===== config.mk =====
export PLATFORM = sky130hd
export DESIGN_NAME = cjb_risc_hmmiop_cu
export DESIGN_NICKNAME = d
export VERILOG_FILES = /design/src/rtl/cjb_risc_hmmiop_cu.sv
export SDC_FILE = /design/constraint.sdc
export NUM_CORES = 1
export LEC_CHECK = 0
export ABC_CLOCK_PERIOD_IN_PS = 6700
export BUFFER_PORTS_ARGS = -buffer_cell sky130_fd_sc_hd__buf_2
export CORE_UTILIZATION = 44
export DETAILED_ROUTE_END_ITERATION = 10
export PLACE_DENSITY = 0.85
export SLEW_MARGIN = 15
export SYNTH_ARGS = -nofsm -noshare
export SYNTH_HDL_FRONTEND = slang
export SYNTH_SLANG_ARGS = --single-unit

===== constraint.sdc =====
create_clock -name Clock -period 6.7 [get_ports Clock]
set_input_delay 2.01 -clock Clock [delete_from_list [all_inputs] [get_ports Clock]]
set_output_delay 2.01 -clock Clock [all_outputs]
set_load 0.05 [all_outputs]

===== src/rtl/cjb_risc_hmmiop_cu.sv =====
// rtl/cjb_risc_hmmiop_cu.sv - control unit FSM for the CJB RISC HMMIOP core
//
// Sequences FETCH/DEC/EXEC for ALU and MOV ops, FETCH/DEC/ADDR/MEM for
// LOAD/STORE (with memory-mapped I/O at 0x3FF in, 0x3FE out), FETCH/DEC/
// ADDR/JMP for conditional jumps, and parks in HLT on HALT until Reset.
//
// Ports:
//   Clock, Reset        clock, synchronous active-high reset
//   IW[7:0]             instruction word from IR {opcode, Ri, Rj}
//   SR_CNVZ[3:0]        status flags, bit 3 = C, bit 0 = Z
//   MARout[9:0]         data-memory address register
//   RST_PC LD_PC CNT_PC LD_IR          program counter / IR controls
//   LD_R0..LD_R3 LD_SR                 register file / status loads
//   LD_MABR LD_MAXR LD_MAR             address arithmetic loads
//   RW                                 1 = read, 0 = write
//   LD_IPDR LD_OPDR                    I/O data register loads
//   IB0_SEL IB1_SEL IB2_SEL ALU_FS     bus and ALU selects
//   push pop ipstksel                  hardware stack controls
//   HALT                               high while halted
//
// Build option: define CJB_CU_HWSTACK_EN to enable the 4-entry hardware
// stack (opcode 1110 PUSH/POP). Undefined, 1110 is a NOP and the stack
// controls stay low.

module cjb_risc_hmmiop_cu (
   input  logic       Clock,
   input  logic       Reset,
   input  logic [7:0] IW,
   input  logic [3:0] SR_CNVZ,
   input  logic [9:0] MARout,
   output logic       RST_PC,
   output logic       LD_PC,
   output logic       CNT_PC,
   output logic       LD_IR,
   output logic       LD_R0,
   output logic       LD_R1,
   output logic       LD_R2,
   output logic       LD_R3,
   output logic       LD_SR,
   output logic       LD_MABR,
   output logic       LD_MAXR,
   output logic       LD_MAR,
   output logic       RW,
   output logic       LD_IPDR,
   output logic       LD_OPDR,
   output logic [1:0] IB0_SEL,
   output logic [1:0] IB1_SEL,
   output logic [1:0] IB2_SEL,
   output logic [3:0] ALU_FS,
   output logic       push,
   output logic       pop,
   output logic       ipstksel,
   output logic       HALT
);

   typedef enum logic [2:0] {
      ST_RST, ST_FETCH, ST_DEC, ST_EXEC, ST_ADDR, ST_MEM, ST_JMP, ST_HLT
   } state_t;

   localparam logic [3:0] OP_MOV   = 4'hA;
   localparam logic [3:0] OP_LOAD  = 4'hB;
   localparam logic [3:0] OP_STORE = 4'hC;
   localparam logic [3:0] OP_JUMP  = 4'hD;
   localparam logic [3:0] OP_HALT  = 4'hF;

   state_t     state;
   logic [3:0] opcode;
   logic [1:0] ri;
   logic [1:0] rj;
   logic       is_alu;
   logic       jmp_taken;
   logic       ld_ri;

   assign opcode = IW[7:4];
   assign ri     = IW[3:2];
   assign rj     = IW[1:0];
   assign is_alu = (opcode >= 4'h1) && (opcode <= 4'h9);

`ifdef CJB_CU_HWSTACK_EN
   localparam logic [3:0] OP_STK = 4'hE;
   logic [2:0] depth;
   logic       stk_op;
   // Rj = 1x under opcode 1110 is reserved and treated as a NOP
   assign stk_op = (opcode == OP_STK) && !rj[1];
`endif

   // condition code in IW[3:0]; SR_CNVZ = {C, N, V, Z}
   always_comb begin
      jmp_taken = 1'b0;
      case (IW[3:0])
         4'h0:    jmp_taken = 1'b1;
         4'h1:    jmp_taken = SR_CNVZ[0];
         4'h2:    jmp_taken = !SR_CNVZ[0];
         4'h3:    jmp_taken = SR_CNVZ[3];
         4'h4:    jmp_taken = !SR_CNVZ[3];
         4'h5:    jmp_taken = SR_CNVZ[2];
         4'h6:    jmp_taken = SR_CNVZ[1];
         default: jmp_taken = 1'b0;
      endcase
   end

   always_ff @(posedge Clock) begin
      if (Reset) begin
         state <= ST_RST;
`ifdef CJB_CU_HWSTACK_EN
         depth <= 3'd0;
`endif
      end else begin
         case (state)
            ST_RST:   state <= ST_FETCH;
            ST_FETCH: state <= ST_DEC;
            ST_DEC: begin
               if (opcode == OP_HALT)
                  state <= ST_HLT;
               else if (is_alu || (opcode == OP_MOV))
                  state <= ST_EXEC;
               else if ((opcode == OP_LOAD) || (opcode == OP_STORE) || (opcode == OP_JUMP))
                  state <= ST_ADDR;
`ifdef CJB_CU_HWSTACK_EN
               else if (stk_op)
                  state <= ST_EXEC;
`endif
               else
                  state <= ST_FETCH;
            end
            ST_EXEC: begin
               state <= ST_FETCH;
`ifdef CJB_CU_HWSTACK_EN
               // full-stack pushes and empty-stack pops are dropped silently
               if (stk_op) begin
                  if ((rj == 2'b00) && (depth < 3'd4))
                     depth <= depth + 3'd1;
                  else if ((rj == 2'b01) && (depth != 3'd0))
                     depth <= depth - 3'd1;
               end
`endif
            end
            ST_ADDR:  state <= (opcode == OP_JUMP) ? ST_JMP : ST_MEM;
            ST_MEM:   state <= ST_FETCH;
            ST_JMP:   state <= ST_FETCH;
            ST_HLT:   state <= ST_HLT;
            default:  state <= ST_RST;
         endcase
      end
   end

   // IW is only valid once IR has loaded at the end of FETCH, so outputs are
   // decoded from the current state rather than registered a cycle early.
   always_comb begin
      RST_PC   = 1'b0;
      LD_PC    = 1'b0;
      CNT_PC   = 1'b0;
      LD_IR    = 1'b0;
      ld_ri    = 1'b0;
      LD_SR    = 1'b0;
      LD_MABR  = 1'b0;
      LD_MAXR  = 1'b0;
      LD_MAR   = 1'b0;
      RW       = 1'b1;
      LD_IPDR  = 1'b0;
      LD_OPDR  = 1'b0;
      IB0_SEL  = 2'b00;
      IB1_SEL  = 2'b00;
      IB2_SEL  = 2'b00;
      ALU_FS   = 4'h0;
      push     = 1'b0;
      pop      = 1'b0;
      ipstksel = 1'b0;
      HALT     = 1'b0;
      if (Reset) begin
         RST_PC = 1'b1;
      end else begin
         case (state)
            ST_RST: RST_PC = 1'b1;
            ST_FETCH: begin
               LD_IR  = 1'b1;
               CNT_PC = 1'b1;
            end
            ST_DEC: begin
               if ((opcode == OP_LOAD) || (opcode == OP_STORE) || (opcode == OP_JUMP)) begin
                  LD_MABR = 1'b1;
                  LD_MAXR = 1'b1;
                  CNT_PC  = 1'b1;
                  if (opcode != OP_JUMP) begin
                     IB0_SEL = rj;
                     IB2_SEL = 2'b00;
                  end
               end
            end
            ST_EXEC: begin
               if (is_alu) begin
                  ALU_FS  = opcode;
                  IB0_SEL = ri;
                  IB1_SEL = rj;
                  IB2_SEL = 2'b01;
                  ld_ri   = 1'b1;
                  LD_SR   = 1'b1;
               end else if (opcode == OP_MOV) begin
                  IB0_SEL = rj;
                  IB2_SEL = 2'b00;
                  ld_ri   = 1'b1;
               end
`ifdef CJB_CU_HWSTACK_EN
               else if (stk_op && (rj == 2'b00)) begin
                  IB0_SEL = ri;
                  IB2_SEL = 2'b00;
                  push    = (depth < 3'd4);
               end else if (stk_op) begin
                  ipstksel = 1'b1;
                  IB2_SEL  = 2'b11;
                  pop      = (depth != 3'd0);
                  ld_ri    = (depth != 3'd0);
               end
`endif
            end
            ST_ADDR: begin
               LD_MAR = 1'b1;
               if (opcode != OP_JUMP)
                  LD_IPDR = 1'b1;
            end
            ST_MEM: begin
               if (opcode == OP_LOAD) begin
                  ld_ri = 1'b1;
                  // 0x3FF reads the input port through the ipstk mux
                  IB2_SEL = (MARout == 10'h3FF) ? 2'b11 : 2'b10;
               end else begin
                  IB0_SEL = ri;
                  IB2_SEL = 2'b00;
                  // 0x3FE writes the output port instead of data memory
                  if (MARout == 10'h3FE)
                     LD_OPDR = 1'b1;
                  else
                     RW = 1'b0;
               end
            end
            ST_JMP: LD_PC = jmp_taken;
            ST_HLT: HALT = 1'b1;
            default: ;
         endcase
      end
   end

   assign LD_R0 = ld_ri && (ri == 2'd0);
   assign LD_R1 = ld_ri && (ri == 2'd1);
   assign LD_R2 = ld_ri && (ri == 2'd2);
   assign LD_R3 = ld_ri && (ri == 2'd3);

endmodule


==> reports/metrics.yaml <==
sta:
  setup_violations: 0
  grt_setup_unrepaired: "no"
  drv_slew: 0
  period_share: 0.8263
  fmax_ghz: 0.1806
  slew_headroom: 0.6173
  clock_skew_ns: 0.004432
  worst_slack_ns: 1.164
  fin_crit_ns: 5.536
  whs_ns: 0.6199
  hold_viol: 0
  worst_pin_slew_ns: 0.5688
  final.setup.tns_ns: 0
global_route:
  grt_busiest_layer: "met2"
  grt.total_usage: 0.2107
  grtUsageMet1: 0.2926
  grt_pass1_wl_mm: 3.187
  antenna_found_initial: 0
  grt_util_met2: 0.3463
  use_met3: 0.01702
  grt_pass1_vias: 767
  grt_max_degree: 18
  overflow: 0
floorplanning:
  rows: 14
  pin_count: 53
  fp.dieArea_sq_mm: 0.001864
  initial_core_util: 0.4838
  die_width_um: 43.17
  die_h_um: 43.17
  fp.coreArea_sq_mm: 0.001541
route:
  wl_mm: 2.000
  drt_iter0_drc: 26
  dr.pass1.iters: 4
  num_vias: 914
  ant_nets: 0
  via_per_inst: 5.748
  wl_per_cell_um: 12.58
  drc: 0
clocking:
  cts_hold_buf: 0
  tritoncts: "built"
  ctsResizeCount: 0
  cts_setup_buffers: 0
  insertion_delay_ns: 0.24
  cts_buffers: 3
  cts.sink_count: 3
  clk_pin_slew_ns: 0.04
  root_buffer: "clkbuf_4"
  htree_levels: 1
  cts_buffer_depth: 2
worst_setup_path:
  slowest_delay_ns: 0.54
  path_buf_inv: 2
  critPathKind: "primary input to primary output"
  cp_cell_sequence: "buf_2 > nor4_1 > nor4b_2 > nand2b_1 > a32o_2 > buf_2"
  cp_common_cell: "buf_2"
  cp.arrival_ns: 3.53
  worstSetupEndpointType: "primary output"
  required_ns: 4.69
  worst_setup_path_start_kind: "primary input"
  critPathMaxFanout: 12
  crit_slowest_cell: "nor4_1"
  critPathTopFamily: "simple AND/OR/NAND/NOR gates"
run_status:
  outcome: "complete, no violations"
yosys:
  synth_edf_count: 0
  synth.ff_latch_count: 3
  ys_seq_area_frac: 0.08054
  synthTopCellsByCount: "7 x buf_4, 6 x nand2_1, 6 x nor3_1"
  yosysTopAreaCell: "dfxtp_1"
  yosys-top-cells-area: "dfxtp_1 8.1%, buf_4 7.0%, buf_6 6.0%, nor4b_1 4.7%, and2_1 4.2%"
  synth_top_family_by_area: "simple AND/OR/NAND/NOR gates"
  syn-cell-area_sq_um: 745.7
  synthXorXnorAreaFrac: 0.01174
  synth_top_cell_area_share: 0.08054
  synth_most_common_cell: "buf_4"
  synth_compound_area_frac: 0.2030
  synth_fa_ha_area_frac: 0
  synth_area_per_cell_sq_um: 7.383
  async_flop_share: 0
  synth_cell_types: 43
  synth_ff_type: "dfxtp_1"
  postSynthCellCount: 101
  muxShareOfSynthArea: 0.01342
  synth_simple_gate_area_share: 0.5386
  ys_warn_count: 0
layout:
  reg.largest.list: "state x3"
  antennaDiodeCount: 0
  n_fill_cell: 152
  final_nets: 168
  syn_to_final_growth_pct: 25.84
  drive_above_1_share: 0.4126
  largest_register_ffs: 3
  multi_input_area_sq_um: 583.1
  top_register: "state"
  seqCellArea_sq_um: 60.06
pwr:
  power.leakage_nw: 0.4632
  power_density_mw_per_mm2: 127.0
  ir_drop_uv: 106.7
placement:
  preCtsSetupSlack_ns: 1.191
  gp_congestion: 0.8178
  io_buffers: 49
  dpl.hpwl_mm: 1.492
run:
  max-cap-violations: 0
worst_hold_path:
  hold_path.class: "register to register"
[worst reg2reg max path, stage by stage, from the launching register on]
cell	delay (ns)
dfxtp_1	0.59
and2b_1	0.28
o211ai_1	0.19
nand2_1	0.11
a21oi_1	0.06
[report_power, final]
group | total (W) | leakage (nW) | switching, W | internal [W]
Combinational | 0.0000596 | 0.423 | 0.0000391 | 0.0000205
Clock | 0.0000325 | 0.0150 | 0.0000102 | 0.0000224
Sequential | 0.0000271 | 0.0249 | 0.00000711 | 0.0000200
[per-layer routing]
layer,up-vias,share of wire
met4,0,0.014
met5,-,0
met1,416,0.42
li1,460,-
met2,34,0.51
met3,4,0.054
[layout make-up]
type / count / share of cell area
Multi-Input combinational cell: 86 / 0.6213
Timing Repair Buffer: 49 / 0.2613
Sequential cell: 3 / 0.06400
Clock buffer: 4 / 0.02800
Tap cell: 16 / 0.02133
Inverter: 1 / 0.004000
[layout by cell type (no fill, tap or decap), types with 2 or more instances in the layout]
cell and instances:
a211oi_1 3, a21oi_1 4, a311oi_1 2, a31oi_1 2, a32o_2 2, and2_1 5
buf_2 49, clkbuf_4 3, conb_1 3, dfxtp_1 3, nand2_1 6, nand2b_1 5
nand2b_4 2, nand3_1 4, nor2_1 5, nor2b_1 4, nor3_1 6, nor4_1 5
nor4b_1 4, o21ai_0 2, o22ai_1 2, or2_1 2
[kinds of logic (layout without fill, tap and decap cells)]
group / Yosys count / in the layout
AO/OA/AOI/OAI: 21 / 21
multiplexers: 1 / 1
XOR/XNOR: 1 / 1
AND/OR/NAND/NOR: 60 / 60
buffers and inverters: 14 / 54
other: 1 / 3
flip-flops: 3 / 3
[path summary, 6_finish.rpt]
| kind | start | endpoint | slack (ns) | cells after the start |
|---|---|---|---|---|
| min reg2reg | state[2] | state[2] | 0.62 | 2 |
| max | IW[7] | IB0_SEL[0] | 1.16 | 6 |
| min | state[2] | state[2] | 0.62 | 2 |
| max reg2reg | state[1] | state[0] | 5.36 | 4 |
[through the flow]
step                      instances  instance area (sq um)    util  total power [W]
after detailed placement        155                  912.1  0.5917       0.00008579
after floorplan                 103                  753.2       -       0.00007520
after global placement          155                  912.1  0.5917       0.00008444
after CTS                       159                  938.4  0.6088        0.0001188
final                           159                  938.4  0.6088        0.0001192
after global routing            159                  938.4  0.6088        0.0001262
No activity file was read; power rests on OpenSTA's default activity.
